**config.mk**
```make
export PLATFORM = sky130hd
export DESIGN_NAME = svm_win_sched
export DESIGN_NICKNAME = d
export VERILOG_FILES = /design/src/rtl/svm_win_sched.sv
export SDC_FILE = /design/constraint.sdc
export NUM_CORES = 1
export LEC_CHECK = 0
export ABC_CLOCK_PERIOD_IN_PS = 14100
export BUFFER_PORTS_ARGS = -buffer_cell sky130_fd_sc_hd__buf_2
export CORE_MARGIN = 4
export CORE_UTILIZATION = 68
export DETAILED_ROUTE_END_ITERATION = 7
export PLACE_DENSITY = 0.95
export SLEW_MARGIN = 0
export SYNTH_ARGS = -nofsm -noshare
export SYNTH_HDL_FRONTEND = slang
export SYNTH_SLANG_ARGS = --single-unit
```
**constraint.sdc**
```tcl
create_clock -name clk -period 14.1 [get_ports clk]
set_clock_uncertainty 0.2 [all_clocks]
set_input_delay 1.41 -clock clk [delete_from_list [all_inputs] [get_ports clk]]
set_output_delay 1.41 -clock clk [all_outputs]
set_load 0.1 [all_outputs]
```
**src/rtl/svm_win_sched.sv**
```systemverilog
// Linear-SVM scoring sequencer: one shared MAC over N_TERM terms per window, plus bias. Record at N_TERM+4 cycles after accept.
// One-deep pending slot; win_ready drops while it is occupied, and back-to-back windows score every N_TERM+3 cycles.
module svm_win_sched #(
    parameter int SW_W   = 11,
    parameter int N_TERM = 3780,
    parameter int ADDR_W = 12,
    parameter int DATA_W = 16,
    parameter int ACC_W  = 40
) (
    input  logic                     clk,
    input  logic                     rst,
    input  logic                     win_valid,
    input  logic [SW_W-1:0]          win_id,
    output logic                     win_ready,
    output logic                     rd_en,
    output logic [ADDR_W-1:0]        term_addr,
    input  logic signed [DATA_W-1:0] feat_data,
    input  logic signed [DATA_W-1:0] w_data,
    input  logic signed [ACC_W-1:0]  bias,
    output logic                     det_valid,
    output logic [SW_W-1:0]          det_id,
    output logic signed [ACC_W-1:0]  det_score,
    output logic                     det_hit
);

    typedef enum logic [2:0] {IDLE, RUN, DRAIN1, DRAIN2, OUT} state_t;

    localparam logic [ADDR_W-1:0] LAST_TERM = ADDR_W'(N_TERM - 1);

    state_t                     state, state_nxt;
    logic                       pend_v;
    logic [SW_W-1:0]            pend_id;
    logic [SW_W-1:0]            cur_id;
    logic                       load;
    logic                       last_term;
    logic                       rd_v;
    logic                       prod_v;
    logic signed [2*DATA_W-1:0] prod;
    logic signed [ACC_W-1:0]    acc;
    logic signed [ACC_W-1:0]    score;
    logic                       score_pos;
    logic [SW_W-1:0]            id_q;
    logic signed [ACC_W-1:0]    score_q;
    logic                       hit_q;

    assign last_term = (term_addr == LAST_TERM);
    assign win_ready = !pend_v;

    always_ff @(posedge clk or posedge rst) begin
        if (rst) state <= IDLE;
        else     state <= state_nxt;
    end

    always_comb begin
        state_nxt = state;
        case (state)
            IDLE:    if (pend_v) state_nxt = RUN;
            RUN:     if (last_term) state_nxt = DRAIN1;
            DRAIN1:  state_nxt = DRAIN2;
            DRAIN2:  state_nxt = OUT;
            OUT:     state_nxt = pend_v ? RUN : IDLE;
            default: state_nxt = IDLE;
        endcase
    end

    // OUT reloads directly from the pending slot so back-to-back windows skip IDLE.
    always_comb begin
        rd_en     = 1'b0;
        det_valid = 1'b0;
        load      = 1'b0;
        case (state)
            IDLE:    load = pend_v;
            RUN:     rd_en = 1'b1;
            OUT: begin
                det_valid = 1'b1;
                load      = pend_v;
            end
            default: ;
        endcase
    end

    always_ff @(posedge clk or posedge rst) begin
        if (rst) begin
            pend_v  <= 1'b0;
            pend_id <= '0;
        end else if (win_valid && win_ready) begin
            pend_v  <= 1'b1;
            pend_id <= win_id;
        end else if (load) begin
            pend_v  <= 1'b0;
        end
    end

    always_ff @(posedge clk or posedge rst) begin
        if (rst) begin
            cur_id    <= '0;
            term_addr <= '0;
        end else if (load) begin
            cur_id    <= pend_id;
            term_addr <= '0;
        end else if (rd_en) begin
            term_addr <= last_term ? '0 : term_addr + 1'b1;
        end
    end

    // Memory data lands one cycle after rd_en; the product is registered before accumulation.
    always_ff @(posedge clk or posedge rst) begin
        if (rst) begin
            rd_v   <= 1'b0;
            prod_v <= 1'b0;
            prod   <= '0;
            acc    <= '0;
        end else begin
            rd_v   <= rd_en;
            prod_v <= rd_v;
            if (rd_v)
                prod <= feat_data * w_data;
            if (load)
                acc <= '0;
            else if (prod_v)
                acc <= acc + ACC_W'(prod);
        end
    end

    assign score     = acc + bias;
    assign score_pos = !score[ACC_W-1] && (score != '0);

    always_ff @(posedge clk or posedge rst) begin
        if (rst) begin
            id_q    <= '0;
            score_q <= '0;
            hit_q   <= 1'b0;
        end else if (det_valid) begin
            id_q    <= cur_id;
            score_q <= score;
            hit_q   <= score_pos;
        end
    end

    // Record fields are live during OUT and hold their last values otherwise.
    assign det_id    = det_valid ? cur_id    : id_q;
    assign det_score = det_valid ? score     : score_q;
    assign det_hit   = det_valid ? score_pos : hit_q;

endmodule

```
==> results <==
- The tree is rooted in a clkbuf_16.
- Across the run, the number of max-cap violations was 0.
- The endpoint identified for the worst register-to-register timing path is hit_q$_DFF_PP0_.
- The distinct cell type count of the synthesized netlist is 75.
- In this run the standard cell core region covers 0.0297 mm2.
- The number of buffers added to fix hold violations after cts is 0.
- The net count after synthesis is 2815.
- At the worst endpoint, the arrival time is 7.87 ns.
- The first-pass iteration count of the detailed router is 8.
- The type of the most critical hold path is reg -> reg.
- Using the TritonRoute via totals, the vias-per-cell ratio works out to 6.18.
- Registers take 0.00411 mm2.
- Setup repair after global routing left no endpoint under its margin.
- During placement, the flow inserted port buffers numbering 152.
- The number of gates given a new drive strength after cts is 0.
- Once placement completed, the tool counted placed cells totaling 2775.
- The synthesized netlist devotes 17.0% of its cell area to simple gates.
- Of the post-synthesis cell area, the dominant cell type holds 25.7%.
- The number of cells on the worst reg-to-reg path is 12.
- The number of cells in the finished layout apart from fillers is 2808.
- The worst setup path is of the in -> reg kind.
- The worst reg-to-reg setup slack is 9.44 ns.
- The dominant cell type by area after synthesis is fa_1.
- The filler cell count in the final layout is 2050.
- The startpoint identified for the worst register-to-register timing path is acc[0]$_DFFE_PP0P_.
- By area, the combinational part of the netlist is dominated by adder cells.
- The yosys synthesis warning count is 0.
- The number of buffers created by CTS is 17.
- The post-route netlist has 10.1% of its cells at a drive strength greater than 1.
- The number of setup buffers added after CTS is 0.
- The placer's final routability congestion estimate is 0.921.
- The proportion of synthesized chip area in sequential cells is 20.0%.
- The global-route wire length before repair is 89.1 mm.
- The end point of the critical path is prod[28]$_DFFE_PP0P_.
- The worst path in the final design needs a cycle of 7.75 ns, including I/O delays and setup.
- The startpoint of the most critical setup path is w_data[2].
- The number of antenna violations at the first check in global routing is 3.
- The DRC violation count after routing is 0.
- Entering global routing, the biggest net connects 107 pins.
- The critical path capture point type is a register.
- The clock edge transition at the registers on the reported setup and hold paths is 0.07 ns.
- The clock sink total is 164.
- The multiplexer fraction of the synthesized cell area is 3.14%.
- The global routing usage summed across all routing layers is 32.6%.
- The multi-input combinational cells in the finished layout cover a total of 0.0149 mm2.
- The commonest cells after synthesis are 345 x inv_1, 307 x nand2_1, 264 x fa_1, 164 x dfrtp_1, 161 x ha_1.
- After detailed routing, the average wire length per cell comes to 18.6 um.
- For this design the top-level I/O count stands at 153.
- Synthesis inferred 164 register bits.
- The routed layout has 17400 vias.
- The final-layout worst hold slack is 0.276 ns.
- STA classifies the critical path startpoint as an input port.
- The average size of a mapped cell is 8.92 um2.
- The summed instance area of the synthesized netlist is 0.0206 mm2.
- The detail route stage leaves a number of antenna-violating nets equal to 0.
- The initial utilization of the core area, before any placement, comes to 69.2%.
- In the synthesized netlist, the number of instances is 2304.
- For the pin with the worst max-slew slack, the measured transition is 1.29 ns.
- Summed over all layers, the routed wires come to 52.3 mm.
- In the synthesized netlist the async set-or-reset flop fraction comes to 100%.
- After layout, the worst path uses 54.9% of the clock period.
- The number of DRC markers in iteration 0 is 1343.
- After Yosys synthesis, full adders, half adders and majority gates account for 35.5% of the synthesized area.
- The site row count is 63.
- The clock tree from TritonCTS is built.
- The detailed placer's ending HPWL is 40.9 mm.
- The fraction of synthesized cell area in xor and xnor cells is 3.49%.
- In this run the worst path has a maximum fanout of 16.
- Ranked by total cell area, the synthesized netlist is headed by fa_1 26%, dfrtp_1 20%, ha_1 9.8%.
- The buffer levels on the longest clock path is 2.
- The clock latency reported for the late side of the worst-skew pair is 0.43 ns.
- In this run the vertical extent of the chip is 182 um.
- Headroom to the max-slew limit came out at 14.1%.
- The startpoint of the most critical hold path is id_q[5]$_DFF_PP0_.
- The number of slew-limit violations in the final report is 0.
- From left edge to right edge, the die measures 182 um.
- The worst hold path was traced through 2 stages.
- The number of synthesized flops with an enable pin is 0.
- The remaining global-route overflow is 0.
- The required time of the worst setup path is 14.22 ns.
- The depth of the CTS H-tree is 4.
- The area growth from synthesis to layout is 7.98%.
- The die outline area is 0.0331 mm2.
- The fraction of the mapped netlist area in compound gates is 13.2%.
- Yosys instantiated no cell more often than inv_1.
- The final total negative setup slack is 0 ns.
- The number of hold-slack violations in the final timing report is 0.
- In the synthesized netlist the dominant register cell turns out to be dfrtp_1.
- The number of global-route vias before repair is 18600.
- Timing would allow up to 129 MHz.
- In the final design database the tool counted 2915 nets.
- The flow ran to the end, and the final reports show no timing, DRC or antenna violations.
- Setup violations remaining at the end of the flow were counted as 0.
## layer usage
layer,global-route usage [%],share of wire (%),vias to the layer above
met4,14.4,4.9,0
met3,4.77,5.9,216
met2,56.7,51,737
met5,0,0,-
met1,40.6,38,8615
li1,-,-,7783
## stage by stage
step | worst slack [ns] | util [%] | cell area (um2)
final | 6.35 | 74.7 | 22200
after global routing | 6.09 | 74.7 | 22200
after CTS | 6.41 | 74.7 | 22200
after detailed placement | 5.98 | 72.6 | 21600
after global placement | 6.20 | 72.6 | 21600
after floorplan | 6.55 | - | 20600
## layout by cell type (no fill, tap or decap), drive strengths merged, types with 30 or more instances in the layout
cell type  count
inv          347
nand2        307
fa           264
dfrtp        164
ha           161
buf          158
o21ai        126
and2         123
nor2         119
a21oi         99
xnor2         52
mux2          36
nand3         35
a21o          35
nor3          33
xor2          30
## registers in the layout, indices dropped and copies added, names as in the netlist
signal,flops
id_q,11
acc,40
pend_id,11
state,3
cur_id,11
prod_v,1
score_q,40
prod,32
pend_v,1
term_addr,12
rd_v,1
hit_q,1
## kinds of logic (layout without fill, tap and decap cells)
family | Yosys count | in the layout
and+or+nand+nor | 729 | 729
xor gates and xnor gates | 82 | 82
muxes | 60 | 60
adders and majority gates | 425 | 425
buffers and inverters | 422 | 533
DFF | 164 | 164
other | 0 | 3
AOI/OAI and AO/OA | 422 | 422
## critical path: stages
cell       delay [ns]
buf_2            0.32
nand2_1          0.14
fa_1             0.52
fa_1             0.51
fa_1             0.51
inv_1            0.07
fa_1             0.47
fa_1             0.52
inv_1            0.05
fa_1             0.48
inv_1            0.04
ha_1             0.36
a21o_1           0.18
a21o_1           0.14
a2111oi_0        0.12
o41ai_1          0.53
nor3_1           0.13
or3_1            0.49
o211ai_1         0.21
nand4_1          0.19
a21o_1           0.22
a31o_2           0.23
## worst min-delay path by stage
stage and to:
5_1_grt id_q[7]$_DFF_PP0_, 6_report id_q[5]$_DFF_PP0_, 3_3_place_gp cur_id[1]$_DFFE_PP0P_, 4_1_cts id_q[10]$_DFF_PP0_, 3_5_place_dp id_q[10]$_DFF_PP0_, 2_1_floorplan prod_v$_DFF_PP0_
## layout make-up
type                       instances  area share [%]
clock inverter                    12           0.811
timing repair buffer             158            3.63
multi-input combinational       1718            67.1
tap                              390            2.20
sequential                       164            18.5
clock buffer                      18            1.93
antenna                            3          0.0338
inverter                         345            5.86
Power is left out: the tool's default activity adds up to more than one toggle a clock period on the data nets, which glitch-free logic cannot reach.
